--- src/rtl/pong_pkg.sv ---
// Shared definitions for the pong match controller: FSM encoding and default geometry/score limits.
package pong_pkg;

    typedef enum logic [2:0] {
        ST_MENU  = 3'd0,
        ST_SERVE = 3'd1,
        ST_PLAY  = 3'd2,
        ST_POINT = 3'd3,
        ST_OVER  = 3'd4
    } state_e;

    localparam int WIN_SCORE_DEF = 3;
    localparam int Y_MAX_DEF     = 420;
    localparam int Y_CENTER_DEF  = 210;
    localparam int Y_W           = 9;
    localparam int SCORE_W       = 4;

endpackage

--- src/rtl/bar_req_buf.sv ---
// One paddle: buffers the latest clamped y request and applies it on the next frame tick.
module bar_req_buf
    import pong_pkg::*;
#(
    parameter int Y_MAX    = Y_MAX_DEF,
    parameter int Y_CENTER = Y_CENTER_DEF
) (
    input  logic           clk_i,
    input  logic           rst_i,
    input  logic           center_i,
    input  logic           tick_i,
    input  logic           wr_i,
    input  logic [Y_W-1:0] y_i,
    output logic [Y_W-1:0] y_o,
    output logic           refresh_o
);

    localparam logic [Y_W-1:0] YMAX_C = Y_W'(Y_MAX);
    localparam logic [Y_W-1:0] YCEN_C = Y_W'(Y_CENTER);

    function automatic logic [Y_W-1:0] clamp_y(input logic [Y_W-1:0] y);
        return (y > YMAX_C) ? YMAX_C : y;
    endfunction

    logic [Y_W-1:0] y_q, y_d;
    logic [Y_W-1:0] pend_val_q, pend_val_d;
    logic           pend_q, pend_d;
    logic           refresh_q, refresh_d;

    always_comb begin
        y_d        = y_q;
        pend_val_d = pend_val_q;
        pend_d     = pend_q;
        refresh_d  = 1'b0;
        if (center_i) begin
            y_d    = YCEN_C;
            pend_d = 1'b0;
        end else begin
            if (tick_i && pend_q) begin
                y_d       = pend_val_q;
                refresh_d = 1'b1;
                pend_d    = 1'b0;
            end
            // A write coinciding with the tick lands after the copy, so it waits for the next tick.
            if (wr_i) begin
                pend_val_d = clamp_y(y_i);
                pend_d     = 1'b1;
            end
        end
    end

    always_ff @(posedge clk_i) begin
        if (rst_i) begin
            y_q       <= YCEN_C;
            pend_q    <= 1'b0;
            refresh_q <= 1'b0;
        end else begin
            y_q       <= y_d;
            pend_q    <= pend_d;
            refresh_q <= refresh_d;
        end
        pend_val_q <= pend_val_d;
    end

    assign y_o       = y_q;
    assign refresh_o = refresh_q;

endmodule

--- src/rtl/pong_match_ctrl.sv ---
// Match sequencing for pong: menu, serve pause, play, scoring and game over,
// plus the custom-instruction path that positions both paddles.
module pong_match_ctrl
    import pong_pkg::*;
#(
    parameter int WIN_SCORE    = WIN_SCORE_DEF,
    parameter int SERVE_FRAMES = 60,
    parameter int Y_MAX        = Y_MAX_DEF,
    parameter int Y_CENTER     = Y_CENTER_DEF
) (
    input  logic           CLK,
    input  logic           i_rst,
    input  logic           i_frame_tick,
    input  logic           i_start,
    input  logic           ci_valid,
    input  logic [31:0]    ci_dataa,
    output logic           ci_done,
    input  logic           i_point_p1,
    input  logic           i_point_p2,
    output logic           enable_pong,
    output logic           ball_hold,
    output logic           serve_dir,
    output logic [Y_W-1:0] bar1_y,
    output logic [Y_W-1:0] bar2_y,
    output logic           refresh_bar1,
    output logic           refresh_bar2,
    output logic [31:0]    result
);

    localparam logic [7:0]         LAST_TICK = 8'(SERVE_FRAMES - 1);
    localparam logic [SCORE_W-1:0] WIN_C     = SCORE_W'(WIN_SCORE);

    function automatic logic [SCORE_W-1:0] sat_inc(input logic [SCORE_W-1:0] s);
        return (s == {SCORE_W{1'b1}}) ? s : s + 1'b1;
    endfunction

    state_e             state_q, state_d;
    logic [7:0]         cnt_q, cnt_d;
    logic [SCORE_W-1:0] score1_q, score1_d;
    logic [SCORE_W-1:0] score2_q, score2_d;
    logic               dir_q, dir_d;
    logic [7:0]         result_q;
    logic               done_q;
    logic               new_match;
    logic               bar_wr_ok;
    logic               unused_dataa;

    assign unused_dataa = ^ci_dataa[31:10];

    always_comb begin
        state_d     = state_q;
        cnt_d       = cnt_q;
        score1_d    = score1_q;
        score2_d    = score2_q;
        dir_d       = dir_q;
        new_match   = 1'b0;
        enable_pong = 1'b0;
        ball_hold   = 1'b1;
        case (state_q)
            ST_MENU, ST_OVER: begin
                if (i_start) begin
                    new_match = 1'b1;
                    score1_d  = '0;
                    score2_d  = '0;
                    dir_d     = 1'b0;
                    cnt_d     = '0;
                    state_d   = ST_SERVE;
                end
            end
            ST_SERVE: begin
                enable_pong = 1'b1;
                if (i_frame_tick) begin
                    if (cnt_q == LAST_TICK) begin
                        cnt_d   = '0;
                        state_d = ST_PLAY;
                    end else begin
                        cnt_d = cnt_q + 8'd1;
                    end
                end
            end
            ST_PLAY: begin
                enable_pong = 1'b1;
                ball_hold   = 1'b0;
                // p1 wins a simultaneous pulse; next serve goes toward whoever lost the point.
                if (i_point_p1) begin
                    score1_d = sat_inc(score1_q);
                    dir_d    = 1'b1;
                    state_d  = ST_POINT;
                end else if (i_point_p2) begin
                    score2_d = sat_inc(score2_q);
                    dir_d    = 1'b0;
                    state_d  = ST_POINT;
                end
            end
            ST_POINT: begin
                enable_pong = 1'b1;
                if (score1_q >= WIN_C || score2_q >= WIN_C) state_d = ST_OVER;
                else                                        state_d = ST_SERVE;
            end
            default: state_d = ST_MENU;
        endcase
    end

    always_ff @(posedge CLK) begin
        if (i_rst) begin
            state_q  <= ST_MENU;
            cnt_q    <= '0;
            score1_q <= '0;
            score2_q <= '0;
            dir_q    <= 1'b0;
            result_q <= '0;
            done_q   <= 1'b0;
        end else begin
            state_q  <= state_d;
            cnt_q    <= cnt_d;
            score1_q <= score1_d;
            score2_q <= score2_d;
            dir_q    <= dir_d;
            result_q <= {score2_d, score1_d};
            done_q   <= ci_valid;
        end
    end

    assign bar_wr_ok = ci_valid && (state_q == ST_SERVE || state_q == ST_PLAY);

    bar_req_buf #(.Y_MAX(Y_MAX), .Y_CENTER(Y_CENTER)) u_bar1 (
        .clk_i     (CLK),
        .rst_i     (i_rst),
        .center_i  (new_match),
        .tick_i    (i_frame_tick),
        .wr_i      (bar_wr_ok && ci_dataa[9]),
        .y_i       (ci_dataa[8:0]),
        .y_o       (bar1_y),
        .refresh_o (refresh_bar1)
    );

    bar_req_buf #(.Y_MAX(Y_MAX), .Y_CENTER(Y_CENTER)) u_bar2 (
        .clk_i     (CLK),
        .rst_i     (i_rst),
        .center_i  (new_match),
        .tick_i    (i_frame_tick),
        .wr_i      (bar_wr_ok && !ci_dataa[9]),
        .y_i       (ci_dataa[8:0]),
        .y_o       (bar2_y),
        .refresh_o (refresh_bar2)
    );

    assign serve_dir = dir_q;
    assign ci_done   = done_q;
    assign result    = {24'b0, result_q};

endmodule

--- config.mk ---
export PLATFORM = sky130hd
export DESIGN_NAME = pong_match_ctrl
export DESIGN_NICKNAME = d
export VERILOG_FILES = /design/src/rtl/pong_pkg.sv /design/src/rtl/bar_req_buf.sv /design/src/rtl/pong_match_ctrl.sv
export SDC_FILE = /design/constraint.sdc
export NUM_CORES = 1
export LEC_CHECK = 0
export CORE_UTILIZATION = 30
export DETAILED_ROUTE_END_ITERATION = 8
export GPL_ROUTABILITY_DRIVEN = 1
export HOLD_SLACK_MARGIN = 0.02
export PLACE_DENSITY = 0.63
export SETUP_SLACK_MARGIN = 0.2
export SYNTH_ARGS = -nofsm -noshare
export SYNTH_HDL_FRONTEND = slang
export SYNTH_SLANG_ARGS = --single-unit
--- constraint.sdc ---
create_clock -name CLK -period 1.8 [get_ports CLK]
set_input_delay 0.54 -clock CLK [delete_from_list [all_inputs] [get_ports CLK]]
set_output_delay 0.54 -clock CLK [all_outputs]
set_load 0.01 [all_outputs]
=== Word level (Yosys, flattened, before mapping) ===
Index checks and enable logic that the tools add are counted.

* Register bits after elaboration: 69
* Bits in latches: 0
* RAM bits: 0
* Memory bits (read-only): 0
* Input port bits: 39
* Output and inout bits: 56
* Logic and storage cells: 89
* Memories kept: 0

* Add/subtract/negate cells: 3
* Multipliers: 0
* Divide/modulo/power cells: 0
* $lt $le $gt $ge: 3
* Equal/unequal tests: 11
* Shifts and indexed selects: 0
* Mux-type cells: 35
* Bitwise gates (word level): 1
* Reduce and logical (&&, ||, !) cells: 21

{| class="wikitable"
|+ Operators by type and width
! kind !! count
|-
| 2-to-1 mux 4 bit || 7
|-
| 2-to-1 mux 8 bit || 3
|-
| 2-to-1 mux 3 bit || 6
|-
| one-hot mux 4 bit (2 select lines) || 2
|-
| one-hot mux 8 bit (2 select lines) || 1
|-
| 2-to-1 mux 1 bit || 13
|-
| one-hot mux 3 bit (4 select lines) || 1
|-
| > comparator 9 bit, second input constant || 1
|-
| 2-to-1 mux 9 bit || 1
|-
| adder 4 x 1 -> 4 bit, second input constant || 2
|-
| adder 8 x 1 -> 8 bit, second input constant || 1
|-
| == test 4 bit, second input constant || 2
|-
| == test 8 x 6 -> 1 bit, second input constant || 1
|-
| >= comparator 4 x 2 -> 1 bit, second input constant || 2
|-
| nonzero test 2 bit || 4
|-
| == test 3 x 2 -> 1 bit, second input constant || 2
|-
| != test 2 bit, second input constant || 3
|-
| AND reduction 3 bit || 2
|-
| logical AND 1 bit || 5
|-
| AND reduction 2 bit || 2
|-
| AND reduction 4 bit || 1
|-
| OR reduction 2 bit || 2
|-
| == test 3 x 1 -> 1 bit, second input constant || 1
|-
| == test 3 bit, second input constant || 1
|-
| 7 further kinds || 8
|}

=== Longest topological paths before layout ===
* Word-level depth: 5
* Mapped depth: 7

=== Modules after synthesis ===
From an unflattened synthesis, not the netlist that was laid out.

* Cell total of the unflattened synthesis: 287
* Area total of the unflattened synthesis: 2901.5 um2

{| class="wikitable"
|+ By module, submodules not included
! module !! instances !! cells an instance !! area each (um2) !! sequential area each (um2)
|-
| bar_req_buf || 2 || 66 || 787.0 || 490.5
|-
| pong_match_ctrl || 1 || 155 || 1327.5 || 420.4
|}

=== Worst setup path before layout ===
OpenSTA, ideal clock, no wires.

* Kind: input to register
* Start: input i_frame_tick
* End: register cnt_q[7]
* Arrival: 1.675 ns
* Path slack: 0.053 ns
* Stages on the path: 5
* Buffers on the path: 1
* Cells stage by stage: clkbuf_1 and4bb_1 o2111ai_2 or3_1 a21oi_1

* Longest elaborated chain between the ends: 2

{| class="wikitable"
|+ Ends and longest elaborated chain
! what !! line !! source
|-
| start: declaration || pong_match_ctrl.sv:13 || <nowiki>input logic i_frame_tick,</nowiki>
|-
| != test 2 bit (no line) || n/a ||
|-
| AND reduction 3 bit (no line) || n/a ||
|-
| end signal: assignment || pong_match_ctrl.sv:115 || <nowiki>cnt_q <= cnt_d;</nowiki>
|-
| end: declaration || pong_match_ctrl.sv:38 || <nowiki>logic [7:0] cnt_q, cnt_d;</nowiki>
|}

No other way between the ends.
A chain may end at the register's enable or synchronous reset.

=== Worst setup path after layout ===
* Start: register state_q[0]
* End: output ball_hold

* Longest elaborated chain between the ends: 2

{| class="wikitable"
|+ Ends and longest elaborated chain
! what !! line !! source
|-
| start: declaration || pong_match_ctrl.sv:37 || <nowiki>state_e state_q, state_d;</nowiki>
|-
| start signal: assignment || pong_match_ctrl.sv:114 || <nowiki>state_q <= state_d;</nowiki>
|-
| == test 3 x 2 -> 1 bit || pong_match_ctrl.sv:59 || <nowiki>case (state_q)</nowiki>
|-
| 2-to-1 mux 1 bit || pong_match_ctrl.sv:59 ||
|-
| end: declaration || pong_match_ctrl.sv:21 || <nowiki>output logic ball_hold,</nowiki>
|}

No other way between the ends.

==> impl_metrics.toml <==
[run_status]
status = "finished clean"

[synthesis]
synth_ff_type = "dfxtp_1"
async_flop_share_pct = 0
ys_ff_latch = 61
synth_area_per_cell_um2 = 9.52
netlist_instances = 280
synth.cell_area_um2 = 2670
yosys.area.top_type = "dfxtp_1"
synth_top_area_share_pct = 32.3
synth_edf_count = 18
yosysWarningCount = 0
synth.distinct_cells = 43
synth_area_leaders = "dfxtp_1 (32%), edfxtp_1 (20%), buf_4 (6.8%), nand2_1 (6.1%), a21oi_1 (4.5%)"
ys_top_cells_by_count = "dfxtp_1 (43), nand2_1 (43), a21oi_1 (24), buf_4 (24), nor2_1 (19)"
ys_seq_area_share_pct = 52.6

[die]
die-area_um2 = 9260
rows = 34
die_w_um = 96.3
die_h_um = 96.3
core_area_um2 = 8680
io_pins = 95
initial_core_util_pct = 30.7

[layout]
fin_nets = 397
layout-area-overhead-vs-synth_pct = 38.1
layout-drive-gt1-share_pct = 20.6
antenna_cells = 0
fill_cells = 914
fin_area_um2 = 3680

[timing]
rsz0062_at_grt = "yes"
finClkSkew_ps = 9.12
period_needed_ps = 1660
holdWs_ps = 452
timing.final.ws_setup_ps = 136
hold_viol = 0
min_period_over_period_pct = 92.5
fmax_mhz = 601
setup_viol = 0
final_max_slew_viol_count = 0

[grt]
grt_pass1_vias = 1980
grt_pass1_wl_mm = 9.22
grt_antenna_before_repair = 0
overflow = 0
grt_max_degree = 13
grtUsageTotal_pct = 13.5

[routing]
drt_iter0_markers = 63
wl_mm = 5.70
vias = 2147
drtPass1Iterations = 4
drc = 0
wl_per_cell_um = 12.2
viasPerCell = 4.59
detail-route-antenna-nets = 0

[setup_path]
criticalPathCategory = "flop to primary output"
reg2reg_depth = 5
r2r_slack_ps = 270
startpoint_type = "flop"
crit_end = "ball_hold"
rr_endpoint = "cnt_q[7]"
worstPathRequired_ps = 1260
critPathLaunch = "state_q[0]"
critPathArrivalTime_ps = 1120
cp-end-kind = "primary output"
critPathMaxFanout = 4
r2r_start = "state_q[0]"

[clocking]
ctsRootBufferMaster = "clkbuf_8"
numCtsBuffers = 9
htreeDepth = 3
clk_pin_slew_ps = 70
worst_skew_pair.late_latency_ps = 350
cts.path.max_buffers = 2
cts.sinks = 61
cts_tree = "yes"

[placement]
post-place-ws_ps = -350
gp_congestion = 0.810
numPortBuffers = 48
place_area_um2 = 3410
hpwl_mm = 4.10

[power]
irDropWorstVdd_mv = 0.484
p_per_area_nw_per_um2 = 791
p_total_mw = 2.91
power.leakage_nw = 1.52

[hold_path]
min-delay-path-class = "flop to flop"

[run]
drv_cap = 0
==> layout by cell type, fill, tap and decap left out, drive strengths merged, types with 3 or more instances in the layout <==
master | Yosys | layout
a21oi | 24 | 24
a31oi | 3 | 3
and2 | 8 | 8
buf | 28 | 32
clkbuf | 9 | 9
clkdlybuf4s15 | 0 | 4
clkdlybuf4s50 | 0 | 8
clkinv | 0 | 4
conb | 1 | 24
dfxtp | 43 | 43
dlygate4sd2 | 0 | 28
dlymetal6s2s | 0 | 6
edfxtp | 18 | 18
ha | 3 | 3
nand2 | 43 | 43
nand2b | 6 | 6
nand3 | 15 | 15
nor2 | 19 | 19
nor2b | 7 | 7
nor3 | 3 | 3
nor3b | 3 | 3
o2111ai | 3 | 3
o21ai | 9 | 9
xor2 | 5 | 5
==> report_power, final <==
| part | internal [mW] | leakage, nW | switching [mW] |
|---|---|---|---|
| registers | 1.44 | 0.516 | 0.0131 |
| clock network | 0.643 | 0.0996 | 0.568 |
| logic | 0.118 | 0.904 | 0.131 |
==> cell type report <==
type                    instances  area (µm²)  area share (%)
clock buffers                   9         124            3.37
clock inverters                 7        73.8            2.01
inverters                       1        3.75           0.102
multi-input cells             204        1180            32.0
flip-flops and latches         61        1410            38.4
well taps                     108         135            3.67
repair buffers                 78         752            20.4
==> worst min path at each step <==
stage / cells past startpoint / to / from
floorplan: 2 / u_bar1.y_o[1] / u_bar1.pend_val_q[1]
global placement: 2 / u_bar2.y_o[4] / u_bar2.pend_val_q[4]
detailed placement: 2 / u_bar2.y_o[2] / u_bar2.y_o[2]
CTS: 2 / u_bar2.y_o[2] / u_bar2.y_o[2]
global route: 2 / u_bar2.y_o[2] / u_bar2.y_o[2]
finish: 2 / u_bar2.y_o[2] / u_bar2.y_o[2]
==> layer usage <==
layer / routed length, µm / global-route usage, % / vias up
met5: 0 / 0 / -
met4: 129 / 6.34 / 0
met3: 322 / 4.66 / 11
met2: 2790 / 22.5 / 60
met1: 2460 / 15.5 / 998
li1: - / - / 1078
==> worst max-delay path, stage by stage (launching register included) <==
cell     delay, ps
dfxtp_2        350
nor3b_4        240
inv_2           70
buf_6          120
==> logic make-up after synthesis <==
logic type               Yosys count  share of synthesized area [%]
AND/OR/NAND/NOR                  118                           22.5
adder cells (fa/ha/maj)            3                           1.41
multiplexers                       3                           1.22
buffers and inverters             38                           8.92
XOR/XNOR                           5                           1.64
flip-flops                        61                           52.6
AO/OA/AOI/OAI                     51                           11.6
other                              1                          0.141
==> repair_timing <==
item | 4_1_cts | 5_1_grt
gates resized for setup | 59 | 22
pin swaps | 4 | 11
hold buffers | 0 | 0
setup endpoints to repair | 66 | 41
buffers inserted | 1 | 1
==> per-stage QoR <==
| step | utilization, % | cells | TNS, ps |
|---|---|---|---|
| floorplan | - | 303 | 0 |
| global placement | 39.3 | 450 | -10910 |
| detailed placement | 39.3 | 450 | -12720 |
| CTS | 41.7 | 467 | 0 |
| global route | 42.4 | 468 | 0 |
| finish | 42.4 | 468 | 0 |
No activity file was read; power rests on OpenSTA's default activity.
